[config.mk]
export PLATFORM = sky130hd
export DESIGN_NAME = hazard_stall_controller
export DESIGN_NICKNAME = d
export VERILOG_FILES = /design/src/rtl/hazard_stall_controller.sv
export SDC_FILE = /design/constraint.sdc
export NUM_CORES = 1
export LEC_CHECK = 0
export ABC_CLOCK_PERIOD_IN_PS = 7780
export BUFFER_PORTS_ARGS = -buffer_cell sky130_fd_sc_hd__buf_4
export CORE_ASPECT_RATIO = 1.4
export CORE_MARGIN = 2
export CORE_UTILIZATION = 56
export CTS_CLUSTER_DIAMETER = 30
export DETAILED_ROUTE_END_ITERATION = 6
export GPL_ROUTABILITY_DRIVEN = 0
export PLACE_DENSITY = 0.86
export SETUP_SLACK_MARGIN = 0.15
export SYNTH_ARGS = -nofsm -noshare
export SYNTH_HDL_FRONTEND = slang
export SYNTH_SLANG_ARGS = --single-unit
[constraint.sdc]
create_clock -name clk_i -period 7.78 [get_ports clk_i]
set_input_delay 1.167 -clock clk_i [delete_from_list [all_inputs] [get_ports clk_i]]
set_output_delay 1.167 -clock clk_i [all_outputs]
set_load 0.02 [all_outputs]
[src/rtl/hazard_stall_controller.sv]
// Pipeline sequencing controller: load-use / ID-branch interlocks, multi-cycle
// data-memory freeze with sticky timeout, and saturating stall/flush counters.
module hazard_stall_controller #(
  parameter int unsigned CNT_W       = 16,
  parameter int unsigned MEM_TIMEOUT = 255
) (
  input  logic             clk_i,
  input  logic             rst_i,
  input  logic [4:0]       IF_ID_RsAddr_i,
  input  logic [4:0]       IF_ID_RtAddr_i,
  input  logic             ID_UsesRs_i,
  input  logic             ID_UsesRt_i,
  input  logic             ID_Branch_i,
  input  logic             ID_BranchTaken_i,
  input  logic             ID_EX_MemRead_i,
  input  logic             ID_EX_RegWrite_i,
  input  logic [4:0]       ID_EX_RdAddr_i,
  input  logic             EX_MEM_MemRead_i,
  input  logic [4:0]       EX_MEM_RdAddr_i,
  input  logic             Mem_Req_i,
  input  logic             Mem_Ack_i,
  output logic             PC_Write_o,
  output logic             IF_ID_Write_o,
  output logic             IF_ID_Flush_o,
  output logic             ID_EX_Write_o,
  output logic             ID_EX_Bubble_o,
  output logic             EX_MEM_Write_o,
  output logic             MEM_WB_Bubble_o,
  output logic             Mem_Timeout_o,
  output logic [CNT_W-1:0] Stall_Cnt_o,
  output logic [CNT_W-1:0] Flush_Cnt_o
);

  localparam int unsigned TMO_W = (MEM_TIMEOUT > 0) ? $clog2(MEM_TIMEOUT + 1) : 1;

  typedef enum logic {
    RUN      = 1'b0,
    MEM_WAIT = 1'b1
  } state_e;

  state_e             state_q, state_d;
  logic [TMO_W-1:0]   tmo_cnt_q, tmo_cnt_d, tmo_inc;
  logic               tmo_q, tmo_d;
  logic [CNT_W-1:0]   stall_cnt_q, stall_cnt_d;
  logic [CNT_W-1:0]   flush_cnt_q, flush_cnt_d;

  logic mem_stall, lu, bh, ex_wr, mem_ld, rs_hit, rt_hit, taken;

  // Hazard detection; register 0 never counts as a producer.
  always_comb begin
    ex_wr  = ID_EX_RegWrite_i && (ID_EX_RdAddr_i != '0);
    mem_ld = EX_MEM_MemRead_i && (EX_MEM_RdAddr_i != '0);
    lu     = ID_EX_MemRead_i && (ID_EX_RdAddr_i != '0) &&
             ((ID_UsesRs_i && (ID_EX_RdAddr_i == IF_ID_RsAddr_i)) ||
              (ID_UsesRt_i && (ID_EX_RdAddr_i == IF_ID_RtAddr_i)));
    rs_hit = ID_UsesRs_i && ((ex_wr  && (ID_EX_RdAddr_i  == IF_ID_RsAddr_i)) ||
                             (mem_ld && (EX_MEM_RdAddr_i == IF_ID_RsAddr_i)));
    rt_hit = ID_UsesRt_i && ((ex_wr  && (ID_EX_RdAddr_i  == IF_ID_RtAddr_i)) ||
                             (mem_ld && (EX_MEM_RdAddr_i == IF_ID_RtAddr_i)));
    bh     = ID_Branch_i && (rs_hit || rt_hit);
    taken  = ID_Branch_i && ID_BranchTaken_i;
    mem_stall = ((state_q == RUN) && Mem_Req_i && !Mem_Ack_i) ||
                ((state_q == MEM_WAIT) && !Mem_Ack_i);
  end

  always_comb begin
    state_d = state_q;
    case (state_q)
      RUN:      if (Mem_Req_i && !Mem_Ack_i) state_d = MEM_WAIT;
      MEM_WAIT: if (Mem_Ack_i) state_d = RUN;
      default:  state_d = RUN;
    endcase
  end

  // Control outputs; everything held closed while reset is asserted.
  always_comb begin
    PC_Write_o      = 1'b0;
    IF_ID_Write_o   = 1'b0;
    IF_ID_Flush_o   = 1'b0;
    ID_EX_Write_o   = 1'b0;
    ID_EX_Bubble_o  = 1'b0;
    EX_MEM_Write_o  = 1'b0;
    MEM_WB_Bubble_o = 1'b0;
    if (!rst_i) begin
      if (mem_stall) begin
        MEM_WB_Bubble_o = 1'b1;
      end else if (lu || bh) begin
        ID_EX_Write_o  = 1'b1;
        ID_EX_Bubble_o = 1'b1;
        EX_MEM_Write_o = 1'b1;
      end else begin
        PC_Write_o     = 1'b1;
        IF_ID_Write_o  = 1'b1;
        ID_EX_Write_o  = 1'b1;
        EX_MEM_Write_o = 1'b1;
        IF_ID_Flush_o  = taken;
      end
    end
  end

  always_comb begin
    tmo_inc   = (tmo_cnt_q == '1) ? tmo_cnt_q : tmo_cnt_q + 1'b1;
    tmo_cnt_d = mem_stall ? tmo_inc : '0;
    tmo_d     = tmo_q;
    if ((MEM_TIMEOUT != 0) && mem_stall && (tmo_inc == TMO_W'(MEM_TIMEOUT)))
      tmo_d = 1'b1;
    stall_cnt_d = stall_cnt_q;
    if (!PC_Write_o && (stall_cnt_q != '1))
      stall_cnt_d = stall_cnt_q + 1'b1;
    flush_cnt_d = flush_cnt_q;
    if (IF_ID_Flush_o && (flush_cnt_q != '1))
      flush_cnt_d = flush_cnt_q + 1'b1;
  end

  always_ff @(posedge clk_i or posedge rst_i) begin
    if (rst_i) begin
      state_q     <= RUN;
      tmo_cnt_q   <= '0;
      tmo_q       <= 1'b0;
      stall_cnt_q <= '0;
      flush_cnt_q <= '0;
    end else begin
      state_q     <= state_d;
      tmo_cnt_q   <= tmo_cnt_d;
      tmo_q       <= tmo_d;
      stall_cnt_q <= stall_cnt_d;
      flush_cnt_q <= flush_cnt_d;
    end
  end

  assign Mem_Timeout_o = tmo_q;
  assign Stall_Cnt_o   = stall_cnt_q;
  assign Flush_Cnt_o   = flush_cnt_q;

endmodule
==> flow_summary.ini <==
[run_status]
status = finished clean

[cts]
cts_resized = 0
numClockSinks = 42
path_clk_slew_ns = 0.08
postCtsSetupBuffers = 0
cts_tree = built
clk_path_buf_depth = 2
ctsHoldBuffers = 0
htreeDepth = 2
clk_latency_ns = 0.29
root_buffer = clkbuf_8
cts_made_buffers = 5

[sta]
skew_ns = 0.00475
finalMaxSlewViolations = 0
rsz0062_at_grt = no
fmax_ghz = 0.244
setup_tns_ns = 0
slew_headroom_pct = 61.2
min_period_ns = 4.09
fin_crit_sh_pct = 52.6
hold_violations = 0
tightestPinTransition_ns = 0.581
setup_viol = 0

[detailed_routing]
drt_wl_total_um = 5090
viasPerCell = 5.59
drc = 0
wl_per_cell_um = 14.0
num_vias = 2028
drtIter0Drc = 83
ant_nets = 0
first_pass_iters = 4

[layout]
stdcell_area_mm2 = 0.00305
antennaDiodeCount = 0
fill_cells = 326
final_nets = 351
drive_above_1_share_pct = 26.7
syn_to_final_growth_pct = 27.2

[die]
die_w_um = 59.3
io_pins = 71
start_util_pct = 57.5
die_y_um = 81.4
rows = 28
dieArea_mm2 = 0.00483
core_area_mm2 = 0.00417

[power_and_ir_drop]
clockPowerShare_pct = 23.9
p_int_w = 0.000466
switching_share_pct = 35.3
p_per_area_mw_per_mm2 = 236
ir_worst_vdd_mv = 0.199
finalPower_w = 0.000719
leakagePower_nw = 1.37
p_seq_share_pct = 43.9
pwr-share-comb_pct = 32.3
power_switching_w = 0.000254

[logic_synthesis]
seq_area_frac_synth_pct = 43.8
synth-edff-count = 0
ys_warn_count = 0
synthFlopType = dfrtp_1
synth.most_common_cell = dfrtp_1
syn_inst = 246
synth-seq-cells = 42
yosysTopAreaCellShare_pct = 43.8
synth_area_leaders = dfrtp_1 44%, xnor2_1 14%, xor2_1 5.5%
synth_common_cells = 42 x dfrtp_1, 38 x xnor2_1, 23 x nor2_1
synthArstFlopShare_pct = 100
avgSynthCellArea_um2 = 9.75
synth_top_area_cell = dfrtp_1
syn_nets = 280
synthDistinctLibCells = 36
synth_area_mm2 = 0.00240

[global_routing]
grt_overflow = 0
grt_pass1_wl_um = 8380
grt_pass1_vias = 1925
track_usage_pct = 22.5
antenna_found_initial = 0
grt_start_max_net_pins = 44

[placement]
portBuffers = 70
dp_hpwl_um = 3800
place_area_mm2 = 0.00294

[critical_path]
path_max_fanout = 33
worstSetupEndpointType = output port
worstSetupPathType = primary input to output port
critPathArrivalTime_ns = 2.92
critPathLaunchType = primary input
cp.required_ns = 6.61

[min_path]
min_path_type = flop to flop

[flow_run]
maxCapViolations = 0
[final timing paths]
| kind | to | depth (start not counted) | startpoint | slack (ns) |
|---|---|---|---|---|
| setup / recovery | IF_ID_Flush_o | 7 | EX_MEM_RdAddr_i[0] | 3.69 |
| hold / removal | Mem_Timeout_o | 1 | Mem_Timeout_o | 0.49 |
| setup reg to reg | Stall_Cnt_o[1] | 6 | Stall_Cnt_o[4] | 5.68 |
| hold reg to reg | Mem_Timeout_o | 1 | Mem_Timeout_o | 0.49 |
| max in group asynchronous | Stall_Cnt_o[9] | 3 | rst_i | 6.42 |
| min in group asynchronous | tmo_cnt_q[2] | 3 | rst_i | 1.01 |
[power groups by stage]
stage	Combinational, W	Sequential, W	Clock (W)
2_1_floorplan	0.0000872	0.000358	0
3_3_place_gp	0.000228	0.000320	0
3_5_place_dp	0.000234	0.000320	0
4_1_cts	0.000235	0.000317	0.000176
5_1_grt	0.000253	0.000323	0.000187
6_report	0.000232	0.000316	0.000172
[per-layer routing]
layer | track usage [%] | part of all wire, %
met5 | 0 | 0
met4 | 9.55 | 2.0
met3 | 4.57 | 4.3
met2 | 37.7 | 53
met1 | 27.9 | 40
[stage by stage]
stage                     instances  utilization [%]  setup slack [ns]  hold WS [ns]
after floorplan                 246                -              3.48         0.532
after global placement          355             70.5              3.70         0.469
after detailed placement        355             70.5              3.70         0.460
after CTS                       363             73.2              3.70         0.492
after global routing            363             73.2              3.51         0.509
final                           363             73.2              3.69         0.491
[state kept, by name, indices dropped and copies added, names as in the netlist]
register and cells:
Flush_Cnt_o 16, Stall_Cnt_o 16, tmo_cnt_q 8, Mem_Timeout_o 1, state_q 1
[cell families after synthesis]
kind of cell    count (synthesis)  synth area share, %
buf+inv                        13                 3.13
fa+ha+maj                       3                 1.57
flops                          42                 43.8
mux                             4                 1.77
simple gates                  117                 25.5
xor+xnor                       53                 19.4
compound gates                 14                 4.80
[layout make-up]
type / instances / area, um2 / area share (%)
well taps: 45 / 56.3 / 1.85
multi-input cells: 191 / 1270 / 41.7
clock inverters: 3 / 43.8 / 1.44
inverters: 5 / 18.8 / 0.615
repair buffers: 72 / 541 / 17.7
flip-flops and latches: 42 / 1050 / 34.5
clock buffers: 5 / 68.8 / 2.26
[critical path, cell delays in order]
cell      delay [ns]
buf_4           0.12
or3_1           0.38
o311a_1         0.35
a221oi_4        0.25
buf_4           0.35
and2_1          0.18
buf_4           0.13
[cells in the final DEF, fill, tap and decap left out, drive strengths merged, types with 2 or more instances in the layout]
master and n:
a21oi 3, and2 3, and3 6, and4 2
buf 72, clkbuf 5, dfrtp 42, ha 3
inv 6, mux2 2, mux2i 2, nand2 17
nand2b 2, nand3 18, nand4 16, nor2 23
nor3 15, nor3b 4, nor4 4, nor4b 3
o21ai 2, o22ai 2, or2 2, xnor2 38
xor2 15
Note: power is estimated with default switching activity, not from simulation.
